[config.mk]
export PLATFORM = sky130hd
export DESIGN_NAME = cic_post_proc
export DESIGN_NICKNAME = d
export VERILOG_FILES = /design/src/rtl/cic_post_proc.sv
export SDC_FILE = /design/constraint.sdc
export NUM_CORES = 1
export LEC_CHECK = 0
export CAP_MARGIN = 20
export CORE_MARGIN = 3
export CORE_UTILIZATION = 60
export CTS_BUF_LIST = sky130_fd_sc_hd__clkbuf_4
export CTS_CLUSTER_DIAMETER = 40
export DETAILED_ROUTE_END_ITERATION = 8
export MAX_ROUTING_LAYER = met4
export PLACE_DENSITY = 0.78
export SYNTH_ARGS = -nofsm -noshare
export SYNTH_HDL_FRONTEND = slang
export SYNTH_SLANG_ARGS = --single-unit
export TNS_END_PERCENT = 10
[constraint.sdc]
create_clock -name clk -period 5 [get_ports clk]
set_input_delay 1 -clock clk [delete_from_list [all_inputs] [get_ports clk]]
set_output_delay 1 -clock clk [all_outputs]
set_load 0.05 [all_outputs]
[src/rtl/cic_post_proc.sv]
// Post-processing for the CIC decimator output: gain shift, optional DC removal,
// saturation to OW bits, and a first-word-fall-through output FIFO.
module cic_post_proc #(
    parameter int DW         = 32,
    parameter int OW         = 16,
    parameter int DEPTH_LOG2 = 4,
    parameter int DC_K       = 8
) (
    input  logic                  clk,
    input  logic                  rst,
    input  logic [DW-1:0]         din,
    input  logic                  din_rdy,
    input  logic [4:0]            shift,
    input  logic                  dc_en,
    input  logic                  rd_en,
    input  logic                  clr_flags,
    output logic [OW-1:0]         dout,
    output logic                  empty,
    output logic                  full,
    output logic [DEPTH_LOG2:0]   count,
    output logic                  overflow,
    output logic                  sat
);

    localparam int AW    = DW + DC_K;
    localparam int DEPTH = 1 << DEPTH_LOG2;

    localparam logic [DEPTH_LOG2:0]   CNT_FULL = {1'b1, {DEPTH_LOG2{1'b0}}};
    localparam logic [DEPTH_LOG2:0]   CNT_ONE  = {{DEPTH_LOG2{1'b0}}, 1'b1};
    localparam logic [DEPTH_LOG2-1:0] PTR_ONE  = {{(DEPTH_LOG2-1){1'b0}}, 1'b1};

    // Stage 1: shifted sample plus the DC-enable that travels with it.
    logic signed [DW-1:0] s1;
    logic                 v1;
    logic                 en1;

    // NOTE: every clocked register is assigned with <=, so all of them see the
    // pre-edge values of each other regardless of statement order.
    always_ff @(posedge clk or posedge rst) begin
        if (rst) begin
            s1  <= '0;
            v1  <= 1'b0;
            en1 <= 1'b0;
        end else begin
            v1 <= din_rdy;
            if (din_rdy) begin
                s1  <= $signed(din) >>> shift;
                en1 <= dc_en;
            end
        end
    end

    // Stage 2: leaky-integrator DC estimate; dc is acc >>> DC_K truncated to DW bits.
    logic signed [AW-1:0] acc;
    logic        [DW-1:0] dc;
    logic        [DW:0]   diff;
    logic        [DW:0]   x;
    logic        [AW-1:0] acc_next;
    logic [DW-OW+1:0]     hi_bits;
    logic                 clip;
    logic        [OW-1:0] y;

    assign dc       = acc[AW-1:DC_K];
    assign diff     = {s1[DW-1], s1} - {dc[DW-1], dc};
    assign x        = en1 ? diff : {s1[DW-1], s1};
    assign acc_next = acc + {{(DC_K-1){diff[DW]}}, diff};
    assign hi_bits  = x[DW:OW-1];

    // NOTE: y gets a value on every path (default first), so no latch is inferred.
    always_comb begin
        y    = x[OW-1:0];
        clip = !((&hi_bits) || !(|hi_bits));
        if (clip) begin
            y = x[DW] ? {1'b1, {(OW-1){1'b0}}} : {1'b0, {(OW-1){1'b1}}};
        end
    end

    always_ff @(posedge clk or posedge rst) begin
        if (rst) begin
            acc <= '0;
        end else if (!dc_en) begin
            acc <= '0;
        end else if (v1) begin
            acc <= en1 ? $signed(acc_next) : '0;
        end
    end

    // FIFO control: a write while full is still accepted when a pop frees the slot.
    logic                  push;
    logic                  pop;
    logic                  drop;
    logic [DEPTH_LOG2-1:0] wr_ptr;
    logic [DEPTH_LOG2-1:0] rd_ptr;
    logic [OW-1:0]         mem [DEPTH];

    assign empty = (count == '0);
    assign full  = (count == CNT_FULL);
    assign pop   = rd_en && !empty;
    assign push  = v1 && (!full || rd_en);
    assign drop  = v1 && full && !rd_en;
    assign dout  = empty ? '0 : mem[rd_ptr];

    // NOTE: the storage array has no reset; dout is forced to 0 while empty instead.
    always_ff @(posedge clk) begin
        if (push) begin
            mem[wr_ptr] <= y;
        end
    end

    always_ff @(posedge clk or posedge rst) begin
        if (rst) begin
            wr_ptr   <= '0;
            rd_ptr   <= '0;
            count    <= '0;
            overflow <= 1'b0;
            sat      <= 1'b0;
        end else begin
            if (push) wr_ptr <= wr_ptr + PTR_ONE;
            if (pop)  rd_ptr <= rd_ptr + PTR_ONE;
            if (push && !pop)      count <= count + CNT_ONE;
            else if (pop && !push) count <= count - CNT_ONE;
            overflow <= (overflow && !clr_flags) || drop;
            sat      <= (sat && !clr_flags) || (v1 && clip);
        end
    end

endmodule
==> flow_metrics.py <==
metrics = {
    "global_route": {
        "use_met1_pct": 36.24,
        "grt_max_degree": 70,
        "met2_usage_pct": 48.01,
        "top_usage_layer": "met2",
        "grt_pass1_wl_um": 78160,
        "grt_pass1_vias": 14300,
        "grtUsageTotal_pct": 29.46,
        "use_met3_pct": 5.279,
        "antenna_found_initial": 1,
        "grt-ovfl-total": 0,
    },
    "floorplanning": {
        "core_area_um2": 31880,
        "num_rows": 65,
        "dieWidth_um": 186.8,
        "dieHeight_um": 186.8,
        "io_pins": 68,
        "start_util_pct": 61.50,
        "die_area_um2": 34880,
    },
    "place": {
        "port_buffers": 67,
        "dp_hpwl_um": 34410,
        "dp.cells": 2115,
        "place_ws_ns": 0.06224,
        "globalplace.congestion": 1.011,
    },
    "sta": {
        "setup_slack_ns": 0.2266,
        "slew_headroom_pct": 26.42,
        "hold_violations": 0,
        "maxClockFrequency_mhz": 209.5,
        "tightest_slew_ns": 1.104,
        "fin_crit_sh_pct": 95.47,
        "finClkSkew_ns": 0.07312,
        "period_minus_slack_ns": 4.773,
        "finalMaxSlewViolations": 0,
        "finalSetupViolations": 0,
    },
    "clock_network": {
        "cts_hold_buf": 0,
        "clk_pin_slew_ns": 0.06,
        "cts_buffer_depth": 3,
        "root_buffer": "clkbuf_4",
        "clk_latency_ns": 0.77,
        "htree_levels": 3,
        "cts.sinks": 345,
        "tritoncts": "done",
        "cts_buffers": 89,
    },
    "detailed_routing": {
        "wl_per_cell_um": 21.86,
        "vias": 14340,
        "routed_wl_um": 49870,
        "drc": 0,
        "ant_nets": 0,
        "first_pass_iters": 5,
        "drt_iter0_drc": 1338,
        "avgViaCountPerCell": 6.288,
    },
    "power": {
        "pwr-share-clk_pct": 20.2,
        "p_leak_uw": 0.008429,
        "comb_power_share_pct": 46.5,
        "power.density_nw_per_um2": 539.1,
        "p_switching_uw": 4736,
        "internal_power_uw": 7234,
        "seqPwrFrac_pct": 33.3,
        "max-vdd-ir-drop_mv": 0.4523,
        "power.share.switching_pct": 39.57,
    },
    "synthesis": {
        "syn_area_um2": 19610,
        "ys_seq_elements": 345,
        "synth_edf_count": 256,
        "syn_nets": 1772,
        "synth.distinct_cells": 80,
        "synth_warnings": 0,
        "synth.avg_cell_area_um2": 11.93,
        "ys_async_sr_fraction_pct": 25.80,
        "synthCells": 1643,
        "synth_ff_type": "edfxtp_1",
        "synth_seq_area_share_pct": 50.57,
    },
    "worst_setup_path": {
        "critPathLaunch": "s1[10]$_DFFE_PP0P_",
        "r2r-start": "s1[10]$_DFFE_PP0P_",
        "criticalPathCategory": "register to register",
        "ff2ff_path_depth": 19,
        "cp-endpoint": "acc[32]$_DFFE_PP0P_",
        "critPathLaunchType": "register",
        "crit_arrival_ns": 5.33,
        "cp_max_fo": 6,
        "r2r-end": "acc[32]$_DFFE_PP0P_",
        "required_ns": 5.56,
        "r2r_setup_slack_ns": 0.23,
        "endpoint_kind": "register",
    },
    "finish": {
        "area_growth_pct": 13.25,
        "instances_no_fill": 2281,
        "drive_above_1_share_pct": 19.30,
        "nNetsFinal": 1904,
        "nFillCells": 2284,
    },
    "worst_hold_path": {
        "hold_path_class": "register to register",
        "hold_start": "acc[4]$_DFFE_PP0P_",
    },
    "outcome": {
        "status": "finished clean",
    },
    "run": {
        "maxCapViolations": 0,
    },
}
area by class of cell:
| class | count | area (um2) | area share (%) |
|---|---|---|---|
| Clock buffer | 130 | 975.9 | 4.395 |
| Sequential cell | 345 | 9920 | 44.67 |
| Clock inverter | 31 | 173.9 | 0.7833 |
| Inverter | 83 | 314.1 | 1.414 |
| Multi-Input combinational cell | 1126 | 9087 | 40.93 |
| Antenna cell | 1 | 2.502 | 0.01127 |
| Timing Repair Buffer | 130 | 1186 | 5.342 |
| Tap cell | 435 | 544.3 | 2.451 |
registers in the layout, indices dropped and copies added (netlist names), 4 cells and up:
register / cells
mem: 256
acc: 40
s1: 32
count: 5
rd_ptr: 4
wr_ptr: 4
worst max-delay path, stage by stage, from the launching register on:
cell and delay (ns):
dfrtp_1 0.43, ha_1 0.34, buf_4 0.16, nand4_1 0.15
a211o_1 0.27, a21oi_2 0.29, nor2_1 0.17, xnor2_1 0.33
ha_1 0.37, a21o_1 0.21, a21oi_1 0.14, o21bai_1 0.08
a21oi_1 0.15, o21ai_0 0.13, a32oi_1 0.30, a21oi_1 0.10
or3_1 0.40, o41ai_1 0.32, xor2_1 0.17, o21ai_0 0.08
metal layers:
| metal | wire [um] | vias up |
|---|---|---|
| met5 | 0 | - |
| met4 | 2267 | 0 |
| met3 | 3292 | 142 |
| met2 | 24690 | 629 |
| met1 | 19620 | 7008 |
| li1 | - | 6565 |
cell usage after synthesis, types with 14 or more instances:
| cell | number | share of area, % |
|---|---|---|
| edfxtp_1 | 256 | 39 |
| nand2_1 | 161 | 3.1 |
| o21ai_0 | 106 | 2.7 |
| a21oi_1 | 95 | 2.4 |
| mux4_2 | 93 | 11 |
| dfrtp_1 | 89 | 11 |
| ha_1 | 83 | 5.3 |
| inv_1 | 80 | 1.5 |
| nor2_1 | 75 | 1.4 |
| clkbuf_1 | 64 | 1.2 |
| mux2i_1 | 41 | 2.1 |
| a21o_1 | 36 | 1.4 |
| xnor2_1 | 36 | 1.6 |
| nor2b_1 | 35 | 1.1 |
| xor2_1 | 31 | 1.4 |
| o211ai_1 | 25 | 0.96 |
| nand3_1 | 24 | 0.61 |
| a211oi_1 | 22 | 0.84 |
| and2_1 | 22 | 0.70 |
| o21a_1 | 22 | 0.84 |
| a31oi_1 | 19 | 0.61 |
| nor3_1 | 19 | 0.48 |
| nand4_1 | 18 | 0.57 |
| buf_1 | 14 | 0.27 |
how the worst min path moves through the flow:
stage	slack, ns	to	cells after the start
finish	0.50	acc[4]$_DFFE_PP0P_	2
global route	0.52	acc[4]$_DFFE_PP0P_	2
global placement	0.47	acc[4]$_DFFE_PP0P_	2
floorplan	0.46	acc[4]$_DFFE_PP0P_	2
detailed placement	0.48	acc[4]$_DFFE_PP0P_	2
CTS	0.50	acc[4]$_DFFE_PP0P_	2
power groups by stage:
stage,clock network [uW],registers (uW),logic [uW]
after floorplan,0,3880,4000
after global placement,0,4000,5350
after detailed placement,0,4040,5460
after CTS,2480,3980,5500
after global routing,2630,4020,5990
final,2420,3980,5570
per-stage QoR:
step	total power [uW]	cell area (um2)	util [%]	hold slack [ns]	setup TNS (ns)
after floorplan	7878	19610	-	0.4551	0
after global placement	9354	20940	65.68	0.4741	0
after detailed placement	9498	20940	65.68	0.4805	0
after CTS	11960	22100	69.31	0.4964	0
after global routing	12640	22200	69.65	0.5193	-0.04771
final	11970	22200	69.65	0.4956	0
cell families after synthesis:
logic type | count (synthesis) | share of synthesized area [%]
xor gates and xnor gates | 68 | 3.076
AOI/OAI and AO/OA | 424 | 14.10
buffers and inverters | 172 | 3.446
adders and majority gates | 86 | 5.603
and+or+nand+nor | 406 | 9.968
DFF | 345 | 50.57
muxes | 142 | 13.24
layout by cell type, fill, tap and decap left out, types with 41 or more instances in the layout:
cell type / count
ha_1: 83
dfrtp_1: 87
mux4_2: 93
inv_1: 79
nor2_1: 75
clkbuf_4: 130
clkdlybuf4s50_1: 65
mux2i_1: 41
edfxtp_1: 256
a21oi_1: 91
buf_4: 58
o21ai_0: 103
nand2_1: 161
timing repair:
action | 4_1_cts | 5_1_grt
pin swaps | 0 | 2
buffers inserted | 0 | 2
resized for setup | 1 | 16
gates cloned | 0 | 0
endpoints found under the setup margin | 1 | 63
Note: power is estimated with default switching activity, not from simulation.
